<file path="src/rtl/sram_mem.sv">
// rtl/sram_mem.sv - single-port synchronous register-based RAM with registered read data
module sram_mem #(
    parameter int DATA_WIDTH = 8,
    parameter int ADDR_WIDTH = 4
) (
    input  logic                  clk,
    input  logic                  rst,
    input  logic                  en,
    input  logic                  we,
    input  logic [ADDR_WIDTH-1:0] addr,
    input  logic [DATA_WIDTH-1:0] wdata,
    output logic [DATA_WIDTH-1:0] rdata,
    output logic                  rvalid
);

    localparam int DEPTH = 1 << ADDR_WIDTH;

    // Storage array; every address value decodes to a real word, so no range guard is needed.
    logic [DATA_WIDTH-1:0] mem [DEPTH];

    // Array update: reset clears every word and wins over any access in the same cycle.
    // The write path is only opened when en is high, so a floating we/addr/wdata while idle
    // can never reach the array.
    always_ff @(posedge clk) begin
        if (rst) begin
            for (int i = 0; i < DEPTH; i++) begin
                mem[i] <= '0;
            end
        end else if (en && we) begin
            mem[addr] <= wdata;
        end
    end

    // Read port: rdata only moves on a read and otherwise holds, rvalid marks the cycle it moved.
    // Reads sample the array before this edge's update, which is fine because a read and a
    // write never share a cycle.
    always_ff @(posedge clk) begin
        if (rst) begin
            rdata  <= '0;
            rvalid <= 1'b0;
        end else if (en && !we) begin
            rdata  <= mem[addr];
            rvalid <= 1'b1;
        end else begin
            rvalid <= 1'b0;
        end
    end

endmodule

</file>
<file path="config.mk">
export PLATFORM = sky130hd
export DESIGN_NAME = sram_mem
export DESIGN_NICKNAME = d
export VERILOG_FILES = /design/src/rtl/sram_mem.sv
export SDC_FILE = /design/constraint.sdc
export NUM_CORES = 1
export LEC_CHECK = 0
export ABC_AREA = 1
export BUFFER_PORTS_ARGS = -buffer_cell sky130_fd_sc_hd__buf_4
export CORE_MARGIN = 2
export CORE_UTILIZATION = 45
export CTS_CLUSTER_DIAMETER = 80
export DETAILED_ROUTE_END_ITERATION = 8
export GPL_TIMING_DRIVEN = 0
export PLACE_DENSITY = 0.69
export SYNTH_ARGS = -nofsm -noshare
export SYNTH_HDL_FRONTEND = slang
export SYNTH_SLANG_ARGS = --single-unit
</file>
<file path="constraint.sdc">
create_clock -name clk -period 1.49 [get_ports clk]
set_input_delay 0.149 -clock clk [delete_from_list [all_inputs] [get_ports clk]]
set_output_delay 0.149 -clock clk [all_outputs]
set_load 0.05 [all_outputs]
</file>
# After elaboration in Yosys (flattened, before gate mapping)
# Memory sizes are Yosys's and may differ from the RTL's. A register that Yosys moved wholly into a read port is not among the register bits.
# Index checks and enable logic that the tools add are counted.
# word_totals
register_bits,1
wordCells,15
latchBits,0
inputBits,16
out_inout_bits,9
mem_count,1
romBits,0
ram_bits,128
# op_classes
mux,9
bitwise,0
n_shift,0
order_cmp,0
div_mod_pow,0
addsub,0
eq_ne,0
n_reduce_logical,4
multipliers,0
# memory_table
name,depth,width,rd,rd_clocked_by_memory_dff,wr,line_no,text
mem,16,8,1,1,16,19,logic [DATA_WIDTH-1:0] mem [DEPTH];
# ops
op,n
two-way mux 8 bit,1
OR reduction 8 bit,1
two-way mux 1 bit,7
two-way mux 4 bit,1
logical AND 1 bit,2
logical NOT 1 bit,1

# Depth between registers and ports, before layout
# depth
word_depth,6
ltp_mapped,11
mapped_depth_nobuf,9

# Worst setup path before layout
# No wires, ideal clock.
# synth_path
path_type,input to register
from,input rst
to,"memory mem[12][0], enable pin"
slack_ns,0.003
setup_ns,0.329
required_time_ns,1.161
path_stages,5
arrival_ns,1.158
n_path_buf,0
cell_sequence,inv_2 > nand3_1 > nor3_4 > nand2_2 > nand2_1
# synth_lines
element,line_no,text
start: declaration,7,"input logic rst,"
end: declaration,19,

==> summary.md <==
| Metric | Value |
|---|---|
| Status | `complete, no violations` |
| Worst-path clk slew | `60 ps` |
| Reg2Reg Depth | `8` |
| Area grow syn2layout | `16.9%` |
| Post-route ant nets | `0` |
| Sw Ratio | `25.0%` |
| Wire length of the first global-routing pass | `between 20,000 and 30,000 um` |
| CP arrival | `1470 ps` |
| Placed Instance Area | `6700 um^2` |
| Flop2flop setup slack | `300 ps` |
| Final Max Tran Viols | `0` |
| Pwr dens | `1280 nW/um^2` |
| Crit share post-route | `92.7%` |
| Vias/cell | `5.34` |
| Final Wtd Congestion | `0.957` |
| Leading cell type in the layout, fill and taps excluded | `nand2_1` |
| Most frequent cells in the layout | `267 x nand2_1, 148 x nor2_1, 128 x edfxtp_1, 40 x nand3_1, 32 x buf_4` |
| Clock sinks | `~140` |
| Comb pwr share | `8.7%` |
| Adder-cell share of the synthesized area | `0%` |
| WP data required | `1580 ps` |
| Setup_tns | `0 ps` |
| Buffer depth of the longest clock path | `2` |
| Fillers | `1,223` |
| Clock network power share | `43.9%` |
| # port buffers | `23` |
| H-tree levels | `4` |
| Mux contribution to synthesized area | `0%` |
| Syn Nets | `705` |
| Maximum fanout along the worst path | `10` |
| Post-synthesis compound-gate area fraction | `0.636%` |
| Reg2reg start | `mem[11][4]` |
| Largest net degree at the start of global routing | `17` |
| Root Buffer | `clkbuf_16` |
| Cells after Synth | `between 600 and 700` |
| Vias in the first global route | `4,723` |
| Post-Synth Simple-Gate Area | `31.8%` |
| Row count | `43` |
| Net Switching | `0.00236 W` |
| Share of cells above drive strength 1 | `14.8%` |
| Average size of a mapped cell | `9.14 um^2` |
| Register share of total power | `between 40 and 50%` |
| Drt first pass iters | `5` |
| Wire length per cell | `about 18 um` |
| Leakage | `3.13 nW` |
| Post-synthesis instance area | `approximately 6300 um^2` |
| Total power | `0.00945 W` |
| TritonCTS buffer count | `17` |
| Area share of the largest cell type after synthesis | `61.0%` |
| Rel. slew slack | `between 40% and 50%` |
| Total routed wirelength | `~17,000 um` |
| Min-Delay Path Class | `in2reg` |
| Core area | `13,800 um^2` |
| Starting density of the core | `45.7%` |
| Synth unique cells | `16` |
| Total global routing overflow | `0` |
| Crit path kind | `in2reg` |
| Max Clk Rate | `slightly above 700 MHz` |
| Unrepaired setup endpoints after global routing | `false` |
| Total number of vias | `4,975` |
| Die height | `122 um` |
| Met3 Usage GRT | `5.67%` |
| Ys Warns | `0` |
| Post-synth top area cell | `edfxtp_1` |
| IR Drop Worst-Case VDD | `between 0.8 and 0.9 mV` |
| Least-Margin Pin Slew | `844 ps` |
| # Max-Cap Violations | `0` |
| XOR/XNOR Fraction of Synth Area | `0%` |
| Die area | `roughly 15,000 um^2` |
| Sequential area share after synthesis | `63.9%` |
| R2r endpoint | `rdata[4]` |
| CP endpoint kind | `register` |
| Final Hold Fails | `0` |
| Die span in x | `122 um` |
| GRT met2 Usage | `between 30% and 40%` |
| Min-delay src | `rst` |
| Placed wire-length estimate | `11,400 um` |
| Largest family of logic cells by synthesized area | `simple AND/OR/NAND/NOR gates` |
| Cells on Worst Hold Path | `4` |
| DRT iter0 DRCs | `between 500 and 600` |
| Gr usage total | `23.4%` |
| Endpoint, Worst Hold | `rdata[0]` |
| Cell area after layout | `7360 um^2` |
| Initial antenna violation count | `0` |
| Synthesis-stage register bit count | `about 140` |
| Final critical-path required period | `1380 ps` |
| Area contributors post-synth | `edfxtp_1 61%, nand2_1 16%, nor2_1 8.8%` |
| P_int | `0.00709 W` |
| Met1 usage | `31.3%` |
| DR DRC count | `0` |
| Insertion delay to the later sink of the worst-skew pair | `430 ps` |
| Diodes inserted | `0` |
| GR peak layer | `met2` |
| # nets final | `755` |
| CP startpoint kind | `input port` |
| Clock Skew | `7.79 ps` |
| TritonCTS clock tree | `built` |
| IO Count | `25` |
| Count of final setup violators | `0` |
-- final cells by class --
| type | count | area [um^2] | area share [%] |
|---|---|---|---|
| flip-flops and latches | 137 | 4020 | 54.6 |
| multi-input cells | 499 | 2070 | 28.0 |
| clock buffers | 18 | 429 | 5.83 |
| repair buffers | 31 | 238 | 3.23 |
| well taps | 180 | 225 | 3.06 |
| plain buffers | 38 | 176 | 2.40 |
| clock inverters | 14 | 150 | 2.04 |
| inverters | 15 | 56.3 | 0.765 |
-- routing by layer --
layer / wire (um) / share of wire, % / vias to the layer above
li1: - / - / 2343
met1: 7010 / 42 / 2351
met2: 7630 / 46 / 228
met3: 1350 / 8.2 / 53
met4: 569 / 3.4 / 0
met5: 0 / 0 / -
-- power by group through the flow --
stage / sequential [W] / combinational (W) / clock (W)
floorplan: 0.00458 / 0.000466 / 0
global placement: 0.00455 / 0.000783 / 0
detailed placement: 0.00455 / 0.000795 / 0
CTS: 0.00448 / 0.000810 / 0.00413
global route: 0.00449 / 0.000901 / 0.00431
finish: 0.00448 / 0.000827 / 0.00415
-- what timing repair did --
action,4_1_cts,5_1_grt
buffers inserted,6,0
endpoints found under the hold margin,1,0
hold buffers,2,0
pin swaps,4,0
endpoints found under the setup margin,128,80
gates resized for setup,2,7
gates cloned,0,0
-- worst max-delay path, stage by stage --
cell,delay (ps)
buf_4,130
nor2_1,190
buf_1,430
nand2_2,230
nand2_1,340
-- through the flow --
step | hold WS (ps) | utilization (%) | setup WS, ps | cells
2_1_floorplan | 226 | - | 3.01 | 689
3_3_place_gp | 328 | 48.6 | -537 | 892
3_5_place_dp | 337 | 48.6 | -623 | 892
4_1_cts | 13.9 | 53.4 | 90.9 | 932
5_1_grt | 30.2 | 53.5 | 6.65 | 932
6_report | 18.2 | 53.5 | 108 | 932
-- cells by family (layout without fill, tap and decap cells) --
logic type             Yosys count  count (layout)
and+or+nand+nor                491             491
DFF                            137             137
buffers and inverters           53             116
AOI/OAI and AO/OA                8               8
-- worst max-delay path by stage --
stage / start / end / slack (ps) / cells past startpoint
floorplan: rst / mem[12][0] / 3 / 5
global placement: rst / mem[5][3] / -540 / 6
detailed placement: rst / mem[5][2] / -620 / 6
CTS: rst / mem[5][0] / 90 / 7
global route: rst / mem[6][3] / 7 / 7
finish: addr[3] / mem[6][3] / 110 / 5
-- flip-flops by register name (all words and copies together), names as in the netlist --
register  cells
mem         128
rdata         8
rvalid        1
-- Yosys cell counts (all sizes together) --
library cell,number
nand2,289
nor2,148
edfxtp,128
nand3,41
buf,24
inv,15
clkbuf,14
dfxtp,9
nand4,8
o21ai,8
nor3,5
(Power assumes the default switching activity.)
